--- config.mk ---
export PLATFORM = sky130hd
export DESIGN_NAME = find_max_b
export DESIGN_NICKNAME = d
export VERILOG_FILES = /design/src/rtl/find_max_b.sv
export SDC_FILE = /design/constraint.sdc
export NUM_CORES = 1
export LEC_CHECK = 0
export CAP_MARGIN = 20
export CORE_ASPECT_RATIO = 1.5
export CORE_UTILIZATION = 41
export CTS_BUF_LIST = sky130_fd_sc_hd__clkbuf_4 sky130_fd_sc_hd__clkbuf_8 sky130_fd_sc_hd__clkbuf_16
export CTS_CLUSTER_SIZE = 16
export DETAILED_ROUTE_END_ITERATION = 7
export PLACE_DENSITY = 0.63
export SETUP_SLACK_MARGIN = 0.05
export SLEW_MARGIN = 25
export SYNTH_ARGS = -nofsm -noshare
export SYNTH_HDL_FRONTEND = slang
export SYNTH_SLANG_ARGS = --single-unit
export TNS_END_PERCENT = 20
--- constraint.sdc ---
create_clock -name clk_in -period 3.8 [get_ports clk_in]
set_input_delay 1.14 -clock clk_in [delete_from_list [all_inputs] [get_ports clk_in]]
set_output_delay 1.14 -clock clk_in [all_outputs]
set_load 0.03 [all_outputs]
--- src/rtl/find_max_b.sv ---
// Streams one frame of unsigned samples and reports the maximum with its index
// and its two neighbours, held until the downstream consumer accepts it.
module find_max_b #(
    parameter int DATA_WIDTH = 8,
    parameter int ADDR_WIDTH = 6
) (
    input  logic                  clk_in,
    input  logic                  rst,
    input  logic                  s_axis_tvalid,
    input  logic                  s_axis_tlast,
    input  logic [DATA_WIDTH-1:0] s_axis_tdata,
    output logic                  s_axis_tready,
    input  logic                  m_axis_tready,
    output logic                  m_axis_tvalid,
    output logic [DATA_WIDTH-1:0] m_axis_tdata_0,
    output logic [DATA_WIDTH-1:0] m_axis_tdata_1,
    output logic [DATA_WIDTH-1:0] m_axis_tdata_2,
    output logic [ADDR_WIDTH-1:0] m_axis_taddr
);

    typedef enum logic {COLLECT, HOLD} state_t;

    state_t                state_reg, state_next;
    logic [ADDR_WIDTH-1:0] idx_reg, idx_next;
    logic                  started_reg, started_next;
    logic                  pending_reg, pending_next;
    logic [DATA_WIDTH-1:0] last_reg, last_next;
    logic [DATA_WIDTH-1:0] max_reg, max_next;
    logic [ADDR_WIDTH-1:0] addr_reg, addr_next;
    logic [DATA_WIDTH-1:0] prev_reg, prev_next;
    logic [DATA_WIDTH-1:0] nxt_reg, nxt_next;
    logic                  accept;
    logic                  publish;

    assign s_axis_tready = (state_reg == COLLECT) && !rst;
    assign m_axis_tvalid = (state_reg == HOLD);
    assign accept        = s_axis_tvalid && s_axis_tready;
    assign publish       = accept && s_axis_tlast;

    always_comb begin
        state_next   = state_reg;
        idx_next     = idx_reg;
        started_next = started_reg;
        pending_next = pending_reg;
        last_next    = last_reg;
        max_next     = max_reg;
        addr_next    = addr_reg;
        prev_next    = prev_reg;
        nxt_next     = nxt_reg;
        case (state_reg)
            COLLECT: begin
                if (accept) begin
                    // The first beat arms the pending flag so its successor
                    // becomes the "after" neighbour of a first-beat maximum.
                    if (!started_reg) begin
                        max_next     = s_axis_tdata;
                        addr_next    = '0;
                        prev_next    = '0;
                        nxt_next     = '0;
                        pending_next = 1'b1;
                        started_next = 1'b1;
                    end else if (s_axis_tdata > max_reg) begin
                        max_next     = s_axis_tdata;
                        addr_next    = idx_reg;
                        prev_next    = last_reg;
                        nxt_next     = '0;
                        pending_next = 1'b1;
                    end else if (pending_reg) begin
                        nxt_next     = s_axis_tdata;
                        pending_next = 1'b0;
                    end
                    last_next = s_axis_tdata;
                    idx_next  = idx_reg + 1'b1;
                    if (s_axis_tlast) begin
                        state_next = HOLD;
                    end
                end
            end
            HOLD: begin
                if (m_axis_tready) begin
                    state_next   = COLLECT;
                    idx_next     = '0;
                    started_next = 1'b0;
                    pending_next = 1'b0;
                end
            end
            default: state_next = COLLECT;
        endcase
    end

    always_ff @(posedge clk_in or posedge rst) begin
        if (rst) begin
            state_reg   <= COLLECT;
            idx_reg     <= '0;
            started_reg <= 1'b0;
            pending_reg <= 1'b0;
            last_reg    <= '0;
            max_reg     <= '0;
            addr_reg    <= '0;
            prev_reg    <= '0;
            nxt_reg     <= '0;
        end else begin
            state_reg   <= state_next;
            idx_reg     <= idx_next;
            started_reg <= started_next;
            pending_reg <= pending_next;
            last_reg    <= last_next;
            max_reg     <= max_next;
            addr_reg    <= addr_next;
            prev_reg    <= prev_next;
            nxt_reg     <= nxt_next;
        end
    end

    // Result registers change only when a frame closes, so HOLD outputs are stable.
    always_ff @(posedge clk_in or posedge rst) begin
        if (rst) begin
            m_axis_tdata_0 <= '0;
            m_axis_tdata_1 <= '0;
            m_axis_tdata_2 <= '0;
            m_axis_taddr   <= '0;
        end else if (publish) begin
            m_axis_tdata_0 <= prev_next;
            m_axis_tdata_1 <= max_next;
            m_axis_tdata_2 <= nxt_next;
            m_axis_taddr   <= addr_next;
        end
    end

endmodule

Word level (Yosys, flattened, before mapping)
Cells that the tools add are included.
- register bits after elaboration: 77
- input bits: 13
- output and inout bits: 32
- $add $sub $neg: 1
- order comparisons: 1
- equality and inequality tests: 2
- muxes and demuxes: 31
- bitwise gates (word level): 1
- reduce and logical (&&, ||, !) cells: 6
- operators by type and width (cell ; number):
    8-bit two-way mux ; 13
    6-bit two-way mux ; 6
    6-bit one-hot mux with 2 select lines ; 1
    8-bit greater-than comparator ; 1
    1-bit two-way mux ; 8
    6-bit by 1-bit adder with 6-bit output (second input constant) ; 1
    1-bit one-hot mux with 2 select lines ; 3
    2-bit inequality test (second input constant) ; 2
    2-bit AND reduction ; 2
    1-bit logical AND ; 3
    1-bit logical NOT ; 1
    1-bit NOT ; 1

Longest topological paths before layout
- word-level depth: 5
- gate-level depth with buffers: 10

Least setup slack after synthesis
Ideal clock, no wire load.
- path type: input -> register
- from: input s_axis_tdata[5]
- to: register m_axis_taddr[3]
- setup time: 134 ps
- data arrival time: 2578 ps
- path slack: 1088 ps
- stages: 9
- path through: ha_1 > a211o_1 > o211ai_2 > and4_4 > buf_6 > or2_1 > buf_2 > buf_6 > o211ai_2
- cells in the longest elaborated chain, start to end: 5
- ends and longest elaborated chain (what ; RTL line ; RTL):
    start, declared ; 11 ; input logic [DATA_WIDTH-1:0] s_axis_tdata,
    8-bit greater-than comparator ; 62 ; end else if (s_axis_tdata > max_reg) begin
    6-bit two-way mux ; 62 ;
    6-bit two-way mux ; 55 ; if (!started_reg) begin
    6-bit two-way mux ; 52 ; if (accept) begin
    6-bit two-way mux ; 50 ; case (state_reg)
    end signal, assigned ; 126 ; m_axis_taddr <= addr_next;
    end, declared ; 18 ; output logic [ADDR_WIDTH-1:0] m_axis_taddr
Every way passes these cells.
A chain may end at the register's enable or synchronous reset.

Worst setup path after layout
- from: input rst
- to: output s_axis_tready
- cells in the longest elaborated chain, start to end: 2
- ends and longest elaborated chain (what ; RTL line ; RTL):
    start, declared ; 8 ; input logic rst,
    1-bit logical NOT (no line) ; -- ;
    1-bit logical AND ; 35 ; assign s_axis_tready = (state_reg == COLLECT) && !rst;
    end, declared ; 12 ; output logic s_axis_tready,
Every way passes these cells.

==> reports/qor.txt <==
Area contributors post-synth = dfrtp_1 50%, nand2_1 7.7%, o2111ai_1 6.5%, o211ai_1 4.1%, o211ai_2 3.5%
Number of port buffers = 44
RR Startpoint = max_reg[5]
Distinct cells, synth = 36
Post-Syn Area per Cell = 10.2 um2
Drt wl/cell = 17.5 um
Root buffer cell = clkbuf_16
Drc violations = 0
Crit-path max cell delay = 0.70 ns
TritonCTS Sinks = 77
CP Launch Type = input pin
Die area = 9860 um2
Crit path max-delay cell type = clkdlybuf4s50_1
Die Y = 121 um
Yosys top cell by area = dfrtp_1
DRT antenna net count = 0
Most used cell, CP = clkdlybuf4s50_1
Flops & latches, synth = 77
Final period utilization = 0.944
Final nets = 444
Hold Path Depth = 2
Lkg Pwr = 2.08 nW
Clock skew = 0.00512 ns
First-pass GRT wire length = 15.9 mm
Top cell type's share of synthesized area = 0.497
Slew Limit Fails = 0
Pin count of the biggest net entering global routing = 58
Top FF cell, synth = dfrtp_1
Final Setup Violations = 0
Hold path endpoint = m_axis_tdata_2[6]
Worst-path cell chain = clkdlybuf4s50_1 -> nor2_2 -> clkdlybuf4s50_1
Max frequency = 279 MHz
R2r worst-path depth = 8
Setup TNS = 0 ns
HPWL after detailed placement = 6.28 mm
Top delay family on crit path = buffers and inverters
Grt ovf = 0
Post-synthesis sequential area ratio = 0.497
Final wirelength = 9.44 mm
Worst-skew pair later-pin latency = 0.33 ns
Synth Cell Area = 3880 um2
DR pass1 iterations = 4
Die X = 81.4 um
Post-CTS Resized = 0
Ant diodes = 0
Peak supply drop = 0.474 mV
Post-CTS Setup Bufs = 0
DR iter-0 viols = 262
Top Ports = 45
Final Hold Viols = 0
Status = complete, no violations
Initial antenna violation count = 0
Layout area overhead = 22.4%
Hold WS = 0.476 ns
Vias in the first global route = 3151
CTS tree = built
TritonCTS buffer count = 9
# rows = 43
Post-layout util = 0.516
Clock transition at path regs = 0.06 ns
Starting Density = 0.422
Gpl congestion = 0.814
Share of post-route cells with drive strength above 1 = 0.138
Pwr per Cell Area = 825 nW/um2
Ys Warns = 0
WP data arrival = 2.45 ns
Async set or reset register ratio after synthesis = 1.00
Hold_buf cts = 0
WP data required = 2.66 ns
Hold Crit Start = m_axis_tdata_2[6]
Unrepaired setup endpoints after global routing = no
Flop2flop setup slack = 1.50 ns
Worst path buffer plus inverter count = 2
GRT Overall Usage = 0.214
Max Cap Violations = 0
CTS max path bufs = 2
Relative slew slack = 0.443
Cell count after synthesis = 382
Post-synth EDFFs = 0
Count leader, synth = nand2_1
Hold WC Path Type = reg2reg
Vias = 3120
Synth Net Count = 404
H-Tree Level Count = 3
Routed vias/inst = 5.79
Final Critical Period = 3.59 ns
Reg-to-Reg End = prev_reg[3]
Core outline area = 9200 um2
Least-Margin Pin Slew = 0.833 ns
Largest fanout on the critical path = 5
Kind of critical path = in2out
Most instantiated cells after synthesis = 80 x nand2_1, 77 x dfrtp_1, 29 x o2111ai_1
CP endpoint kind = output port
==> tightest hold or removal path, stage by stage, from the launching register on <==
cell and delay, ns:
dfrtp_1 0.34, nand2_1 0.05, o31ai_1 0.05
==> metal layers <==
metal,wire (um),vias to the layer above,GRT usage
li1,-,1489,-
met1,4060,1536,0.264
met2,4860,81,0.356
met3,310,14,0.0256
met4,211,0,0.117
met5,0,-,0
==> cell type report <==
| type | count | area (um2) |
|---|---|---|
| flip-flops and latches | 77 | 1930 |
| inverters | 11 | 41.3 |
| clock inverters | 6 | 87.6 |
| fillers | 817 | 4450 |
| clock buffers | 10 | 233 |
| well taps | 112 | 140 |
| multi-input cells | 259 | 1710 |
| repair buffers | 64 | 603 |
==> cells by family after synthesis <==
kind of cell               synth area share
muxes                                0.0281
and+or+nand+nor                       0.156
xor gates and xnor gates            0.00226
buffers and inverters                0.0613
AOI/OAI and AO/OA                     0.227
adders and majority gates            0.0290
DFF                                   0.497
==> power by group <==
part,total (mW),switching (mW),internal [mW]
clock,0.918,0.337,0.581
combinational,1.70,1.04,0.659
sequential,1.30,0.198,1.10
==> placed cells by master (no fill, tap or decap), types with 6 or more instances in the layout <==
master | synthesis | layout
o21ai_0 | 6 | 6
nand3_1 | 24 | 24
a21oi_1 | 11 | 11
nor2b_1 | 10 | 10
a22o_1 | 14 | 14
buf_4 | 2 | 19
nand2_1 | 80 | 80
o211ai_2 | 11 | 11
o2111ai_1 | 29 | 29
clkbuf_16 | 0 | 9
o31ai_1 | 8 | 8
clkdlybuf4s50_1 | 0 | 44
inv_1 | 11 | 10
ha_1 | 9 | 9
dfrtp_1 | 77 | 77
o211ai_1 | 21 | 21
==> worst max path at each step <==
stage	from	endpoint	slack (ns)	cells after the start
after floorplan	rst	addr_reg[0]	0.69	1
after global placement	rst	s_axis_tready	0.23	3
after detailed placement	rst	s_axis_tready	0.21	3
after CTS	rst	s_axis_tready	0.21	3
after global routing	rst	s_axis_tready	0.16	3
final	rst	s_axis_tready	0.21	3
==> per-stage QoR <==
step / power, mW / area, um2 / setup WS, ns / instances
detailed placement: 3.00 / 4430 / 0.209 / 523
global route: 4.16 / 4750 / 0.159 / 539
finish: 3.91 / 4750 / 0.214 / 539
CTS: 3.94 / 4750 / 0.209 / 539
floorplan: 2.49 / 3880 / 0.693 / 382
global placement: 2.96 / 4430 / 0.226 / 523
Power figures use the tool's default switching activity.
